### src/rtl/mul_pkg.sv
// Shared definitions for the iterative multiply/accumulate controller:
// operation codes, default latency and small op-decode helpers.
package mul_pkg;

    localparam int MUL_LAT_DEFAULT = 5;

    typedef enum logic [2:0] {
        OP_MULT  = 3'd0,
        OP_MULTU = 3'd1,
        OP_MADD  = 3'd2,
        OP_MADDU = 3'd3,
        OP_MSUB  = 3'd4,
        OP_MSUBU = 3'd5
    } mul_op_e;

    // How the product is combined with the accumulator.
    localparam logic [1:0] MODE_PLAIN = 2'd0;
    localparam logic [1:0] MODE_ADD   = 2'd1;
    localparam logic [1:0] MODE_SUB   = 2'd2;

    // Signed ops; the reserved codes fall through to unsigned (MULTU behaviour).
    function automatic logic op_is_signed(input logic [2:0] op);
        return (op == OP_MULT) || (op == OP_MADD) || (op == OP_MSUB);
    endfunction

    // Accumulation mode; the reserved codes give a plain product.
    function automatic logic [1:0] op_mode(input logic [2:0] op);
        logic [1:0] m;
        m = MODE_PLAIN;
        if (op == OP_MADD || op == OP_MADDU) m = MODE_ADD;
        if (op == OP_MSUB || op == OP_MSUBU) m = MODE_SUB;
        return m;
    endfunction

endpackage

### src/rtl/mul_core_pipe.sv
// Unsigned WIDTH x WIDTH multiplier followed by a plain register pipeline.
// The product is formed into the first register; the remaining STAGES-1
// registers only delay it. No reset: validity is tracked by the controller.
module mul_core_pipe #(
    parameter int WIDTH  = 32,
    parameter int STAGES = 4
) (
    input  logic                 clk,
    input  logic [WIDTH-1:0]     a,
    input  logic [WIDTH-1:0]     b,
    output logic [2*WIDTH-1:0]   p
);

    logic [2*WIDTH-1:0] pipe [STAGES];

    // Multiply into stage 0, then shift the product down the pipeline.
    always_ff @(posedge clk) begin
        pipe[0] <= {{WIDTH{1'b0}}, a} * {{WIDTH{1'b0}}, b};
        for (int i = 1; i < STAGES; i++) begin
            pipe[i] <= pipe[i-1];
        end
    end

    assign p = pipe[STAGES-1];

endmodule

### src/rtl/mul_iter_ctrl.sv
// Multi-cycle multiply / multiply-accumulate controller.
// Handshake: a start is accepted when mul_begin=1, mul_flush=0 and the block
// is IDLE or DONE; mul_begin in BUSY is dropped. mul_done pulses for one
// cycle exactly LATENCY cycles after the accepting edge, and mul_res holds
// until the next completion. mul_flush aborts anything in flight.
module mul_iter_ctrl
    import mul_pkg::*;
#(
    parameter int WIDTH   = 32,
    parameter int LATENCY = MUL_LAT_DEFAULT
) (
    input  logic                 clk,
    input  logic                 rst,
    input  logic                 mul_begin,
    input  logic [2:0]           mul_op,
    input  logic [WIDTH-1:0]     mul_a,
    input  logic [WIDTH-1:0]     mul_b,
    input  logic [2*WIDTH-1:0]   acc_in,
    input  logic                 mul_flush,
    output logic                 mul_busy,
    output logic                 mul_done,
    output logic [2*WIDTH-1:0]   mul_res,
    output logic [1:0]           dbg_state
);

    localparam int STAGES = LATENCY - 1;

    localparam logic [1:0] S_IDLE = 2'd0;
    localparam logic [1:0] S_BUSY = 2'd1;
    localparam logic [1:0] S_DONE = 2'd2;

    logic [1:0]         state;
    logic [3:0]         cnt;
    logic               start_ok;

    logic               sgn;
    logic               a_neg;
    logic               b_neg;
    logic [WIDTH-1:0]   a_mag;
    logic [WIDTH-1:0]   b_mag;

    logic [WIDTH-1:0]   mag_a_q;
    logic [WIDTH-1:0]   mag_b_q;
    logic               neg_q;
    logic [1:0]         mode_q;
    logic [2*WIDTH-1:0] acc_q;

    logic [2*WIDTH-1:0] prod;
    logic [2*WIDTH-1:0] prod_s;
    logic [2*WIDTH-1:0] res_next;

    assign start_ok = mul_begin && !mul_flush && (state == S_IDLE || state == S_DONE);

    // Signed ops work on magnitudes; negating the most negative value wraps
    // back to itself, which is the correct unsigned magnitude.
    assign sgn   = op_is_signed(mul_op);
    assign a_neg = sgn & mul_a[WIDTH-1];
    assign b_neg = sgn & mul_b[WIDTH-1];
    assign a_mag = a_neg ? -mul_a : mul_a;
    assign b_mag = b_neg ? -mul_b : mul_b;

    // Capture operands and accumulator on an accepted start.
    always_ff @(posedge clk) begin
        if (start_ok) begin
            mag_a_q <= a_mag;
            mag_b_q <= b_mag;
            neg_q   <= a_neg ^ b_neg;
            mode_q  <= op_mode(mul_op);
            acc_q   <= acc_in;
        end
    end

    mul_core_pipe #(
        .WIDTH  (WIDTH),
        .STAGES (STAGES)
    ) u_core (
        .clk (clk),
        .a   (mag_a_q),
        .b   (mag_b_q),
        .p   (prod)
    );

    // Sign fix-up and accumulation on the pipeline output (modulo 2^(2*WIDTH)).
    always_comb begin
        prod_s = neg_q ? -prod : prod;
        case (mode_q)
            MODE_ADD: res_next = acc_q + prod_s;
            MODE_SUB: res_next = acc_q - prod_s;
            default:  res_next = prod_s;
        endcase
    end

    // Control FSM: reset beats flush, flush beats start and completion.
    always_ff @(posedge clk) begin
        if (!rst) begin
            state    <= S_IDLE;
            cnt      <= 4'd0;
            mul_done <= 1'b0;
            mul_res  <= '0;
        end else begin
            mul_done <= 1'b0;
            if (mul_flush) begin
                state <= S_IDLE;
                cnt   <= 4'd0;
            end else if (start_ok) begin
                state <= S_BUSY;
                cnt   <= 4'(LATENCY - 1);
            end else begin
                case (state)
                    S_BUSY: begin
                        if (cnt == 4'd0) begin
                            state    <= S_DONE;
                            mul_done <= 1'b1;
                            mul_res  <= res_next;
                        end else begin
                            cnt <= cnt - 4'd1;
                        end
                    end
                    S_DONE:  state <= S_IDLE;
                    default: state <= S_IDLE;
                endcase
            end
        end
    end

    assign mul_busy  = (state == S_BUSY);
    assign dbg_state = state;

endmodule

### config.mk
export PLATFORM = sky130hd
export DESIGN_NAME = mul_iter_ctrl
export DESIGN_NICKNAME = d
export VERILOG_FILES = /design/src/rtl/mul_pkg.sv /design/src/rtl/mul_core_pipe.sv /design/src/rtl/mul_iter_ctrl.sv
export SDC_FILE = /design/constraint.sdc
export NUM_CORES = 2
export LEC_CHECK = 0
export ABC_AREA = 1
export CORE_MARGIN = 2
export CORE_UTILIZATION = 45
export CTS_BUF_LIST = sky130_fd_sc_hd__clkbuf_4 sky130_fd_sc_hd__clkbuf_8
export DETAILED_ROUTE_END_ITERATION = 16
export PLACE_DENSITY = 0.6
export SKIP_LAST_GASP = 1
export SLEW_MARGIN = 20
export SYNTH_ARGS = -nofsm -noshare
export SYNTH_HDL_FRONTEND = slang
export SYNTH_SLANG_ARGS = --single-unit
### constraint.sdc
create_clock -name clk -period 13.7 [get_ports clk]
set_input_delay 2.74 -clock clk [delete_from_list [all_inputs] [get_ports clk]]
set_output_delay 2.74 -clock clk [all_outputs]
set_load 0.02 [all_outputs]
Word-level counts from Yosys, hierarchy flattened --
Memories as Yosys holds them, arrays and structs flattened. Index checks and enable logic that the tools add are counted.
Storage, ports and cells: flip-flop bits (word level) 202, RAM bits 256, output and inout bits 68, memories kept 1
Memories:
- u_core.pipe | words 4, width 64, rd ports 4, clocked after Yosys merged registers in 0, wr ports 4, line mul_core_pipe.sv:14 | logic [2*WIDTH-1:0] pipe [STAGES];
Operators by class: add/sub/neg operators 6, multiply operators 1, equal/unequal tests 10, multiplexer cells 12, bitwise logic cells 8, reductions and logical operators 18
Operators by type and width (number):
- 64-bit one-hot mux with 2 select lines | 1
- 64-bit adder | 1
- 32-bit by 32-bit multiplier with 64-bit output | 1
- 32-bit two-way mux | 2
- 64-bit two-way mux | 1
- 32-bit negation | 2
- 64-bit negation | 1
- 64-bit subtractor | 1
- 3-bit two-way mux | 3
- 3-bit by 2-bit == test with 1-bit output, second input constant | 2
- 3-bit == test, second input constant | 2
- 1-bit logical OR | 5
- 1-bit two-way mux | 5
- 1-bit inverter | 5
- 2-bit by 1-bit == test with 1-bit output, second input constant | 2
- 2-bit == test, second input constant | 2
- 4-bit logical NOT | 1
- 2-bit AND reduction | 2
- 4-bit AND reduction | 1
- 4-bit OR reduction | 1
- 4-bit by 1-bit subtractor with 4-bit output, second input constant | 1
- 3-bit logical NOT | 1
- 3-bit by 1-bit inequality test with 1-bit output, second input constant | 1
- 3-bit OR reduction | 1
- other kinds (8) | 10

Longest topological paths before layout --
depth in word-level cells 5, mapped depth 37, gate-level depth less buffers 37

Cells and area by module --
From an unflattened synthesis, not the netlist that was laid out.
Unflattened totals: cells, all modules 7717, area total of the unflattened synthesis 58323.4 um^2
By module, submodules not included:
- mul_core_pipe | instances 1, cells each 5220, area each 41232.0 um^2
- mul_iter_ctrl | instances 1, cells each 2497, area each 17091.4 um^2

Worst setup path before layout --
Ideal clock, no wire load.
path type register -> register, start register mag_a_q[16], end memory u_core.pipe[0][45] (netlist bit), setup time 127 ps, arrival time 6691 ps, data required time 13573 ps, path slack 6882 ps, stages on the path, launching flop included 30, path buffers 1, cell sequence edfxtp_1 -> clkbuf_1 -> nand2_1 -> inv_1 -> fa_1 -> inv_1 -> fa_1 -> fa_1 -> fa_1 -> inv_1 -> fa_1 -> inv_1 -> fa_1 -> inv_1 -> fa_1 -> inv_1 -> fa_1 -> inv_1 -> ha_1 -> a21oi_1 -> inv_1 -> a31oi_1 -> inv_1 -> a21oi_1 -> nand2_1 -> a21oi_1 -> o21ai_0 -> a21boi_0 -> o21ai_0 -> xor2_1
RTL lines:
- start: declaration | line mul_iter_ctrl.sv:42 | logic [WIDTH-1:0] mag_a_q;
- start signal: assignment | line mul_iter_ctrl.sv:65 | mag_a_q <= a_mag;
- end: declaration | line mul_core_pipe.sv:14

==> results.json <==
{
  "rsz0062_at_grt": "false",
  "drtPass1Iterations": 6,
  "synth_top_area_share_pct": 32.1,
  "vias": 45400,
  "yosysWarnings": 0,
  "final_nets": 8593,
  "worst_slew_pin_slew_ns": 1.01,
  "ys_ff_latch": 458,
  "asyncSetResetFlopFracSynth_pct": 0,
  "dieArea_um2": 127000,
  "end_kind": "flip-flop",
  "grt_most_used_layer": "met2",
  "cts_buffer_depth": 3,
  "drive_above_1_share_pct": 4.16,
  "cts_num_sinks": 458,
  "postCtsSetupBuffers": 0,
  "clk-insertion-delay-late_ns": 0.76,
  "r2r_start": "mag_a_q[15]",
  "crit_required_ns": 14.29,
  "routedWlPerCell_um": 19.6,
  "ys_types": 56,
  "synth_seq_area_share_pct": 18.7,
  "num_io_pins": 203,
  "n_fill_cell": 12300,
  "multi_input_area_um2": 37600,
  "clockRootBuffer": "clkbuf_8",
  "synth_top_flop_cell": "dfxtp_1",
  "min_period_ns": 7.78,
  "grt_pass1_wl_um": 271000,
  "maxCapViolCount": 0,
  "met3_usage_pct": 4.67,
  "path_clk_slew_ns": 0.07,
  "finalCritPeriodShare_pct": 56.8,
  "gp_congestion": 0.967,
  "syn-cell-area_um2": 56000,
  "gr-total-overflow": 0,
  "rows": 129,
  "routed_wl_um": 175000,
  "holdCritStartpoint": "u_core.pipe[1][9]",
  "postRouteAntennaNets": 0,
  "setup_viol": 0,
  "numPortBuffers": 202,
  "start_util_pct": 45.3,
  "maxSlewHeadroom_pct": 33.0,
  "area_delta_synth_final_pct": 9.73,
  "slew_violations": 0,
  "netlist_instances": 7115,
  "cts_resized": 0,
  "tns_ns": 0,
  "synth_most_common_cell": "inv_1",
  "worstSetupPathType": "flip-flop to flip-flop",
  "syn_nets": 8479,
  "antenna_found_initial": 2,
  "htree_levels": 3,
  "outcome": "complete, no violations",
  "cp-start-kind": "flip-flop",
  "avgViaCountPerCell": 5.08,
  "synthTopCellsByArea": "fa_1 32%, inv_1 12%, dfxtp_1 12%",
  "finalHoldViolations": 0,
  "setup.worst_path.start": "mag_a_q[15]",
  "die_w_um": 357,
  "cts_buffers": 79,
  "hp-class": "flip-flop to flip-flop",
  "place_hpwl_um": 137000,
  "synthTopCellsByCount": "1855 x inv_1, 1701 x nand2_1, 897 x fa_1, 405 x nor2_1, 332 x ha_1",
  "drcViolationCount": 0,
  "regArea_um2": 10500,
  "post-synth-top-area-cell": "fa_1",
  "cts_tree": "built",
  "use_met1_pct": 34.2,
  "cts_hold_buffers": 0,
  "met2_usage_pct": 47.7,
  "critPathMaxFanout": 32,
  "grt_max_degree": 81,
  "worstPathArrival_ns": 8.38,
  "core_area_um2": 124000,
  "fin_skew_ns": 0.0549,
  "syn_area_per_cell_um2": 7.87,
  "grtUsageTotal_pct": 27.8,
  "fmax_ghz": 0.129,
  "die_h_um": 357,
  "drt_iter0_markers": 3269,
  "grt_pass1_vias": 47800,
  "synth_edf_count": 131
}
## worst max-delay path, stage by stage, from the launching register on
cell and delay, ns:
edfxtp_1 0.32, buf_4 0.46, nand2_1 0.12, inv_1 0.10, fa_1 0.46, fa_1 0.55, inv_1 0.06, fa_1 0.55
fa_1 0.50, fa_1 0.56, inv_1 0.05, fa_1 0.45, fa_1 0.58, fa_1 0.44, ha_1 0.37, a21oi_1 0.19
inv_1 0.07, a31oi_1 0.15, inv_1 0.08, a21oi_1 0.12, nand2_1 0.10, a21oi_1 0.31, o21ai_0 0.27, a21boi_0 0.44
o21ai_0 0.17, xor2_1 0.16
## final timing paths
| path | end | slack (ns) | depth (start not counted) |
|---|---|---|---|
| setup / recovery | u_core.pipe[0][45] | 5.92 | 25 |
| hold / removal | u_core.pipe[2][9] | 0.30 | 0 |
| setup reg to reg | u_core.pipe[0][45] | 5.92 | 25 |
| hold reg to reg | u_core.pipe[2][9] | 0.30 | 0 |
## cell families after synthesis
logic type / after synthesis / share of synthesized area [%]
DFF: 458 / 18.7
adders and majority gates: 1229 / 39.5
and+or+nand+nor: 2466 / 17.9
buffers and inverters: 2121 / 14.3
xor gates and xnor gates: 206 / 3.22
AOI/OAI and AO/OA: 635 / 6.42
## layer usage
metal | up-vias | routed length, um | part of all wire (%)
li1 | 21300 | - | -
met1 | 21900 | 69700 | 40
met2 | 1757 | 83800 | 48
met3 | 419 | 12400 | 7.1
met4 | 0 | 8880 | 5.1
met5 | - | 0 | 0
## state kept, by name, summed over array words and instances (netlist names)
| signal | cells |
|---|---|
| mode_q | 2 |
| u_core.pipe | 256 |
| mul_done | 1 |
| mag_b_q | 32 |
| acc_q | 64 |
| dbg_state | 2 |
| mul_res | 64 |
| mag_a_q | 32 |
| cnt | 4 |
| neg_q | 1 |
## metrics by stage
stage                     setup WS [ns]  utilization [%]  area, um2  hold slack, ns  instances
after floorplan                    6.88                -      56000           0.310       7115
after global placement             6.09             48.3      59700           0.310       8785
after detailed placement           6.03             48.3      59700           0.312       8785
after CTS                          5.97             49.7      61500           0.292       8925
after global routing               5.59             49.7      61500           0.307       8927
final                              5.92             49.7      61500           0.297       8929
## layout make-up
cell class / count / area share (%)
Multi-Input combinational cell: 4536 / 61.1
Sequential cell: 458 / 17.0
Inverter: 1873 / 11.4
Timing Repair Buffer: 281 / 4.25
Tap cell: 1637 / 3.33
Clock buffer: 108 / 2.24
Clock inverter: 32 / 0.558
Antenna cell: 4 / 0.0163
## cell usage in the layout, fill, tap and decap left out, drive strengths merged, types with 36 or more instances in the layout
master            n
nand3           175
nor3             44
edfxtp          131
ha              332
xor2            133
nand4            36
a21oi           270
nor2            423
dfxtp           327
xnor2            73
a31oi            62
clkbuf          108
clkdlybuf4s50   202
nand2          1722
o21ai           188
fa              897
buf              79
inv            1878
Power is not shown: default switching activity piles up to over one toggle a cycle in this logic, so the estimate is an artifact.
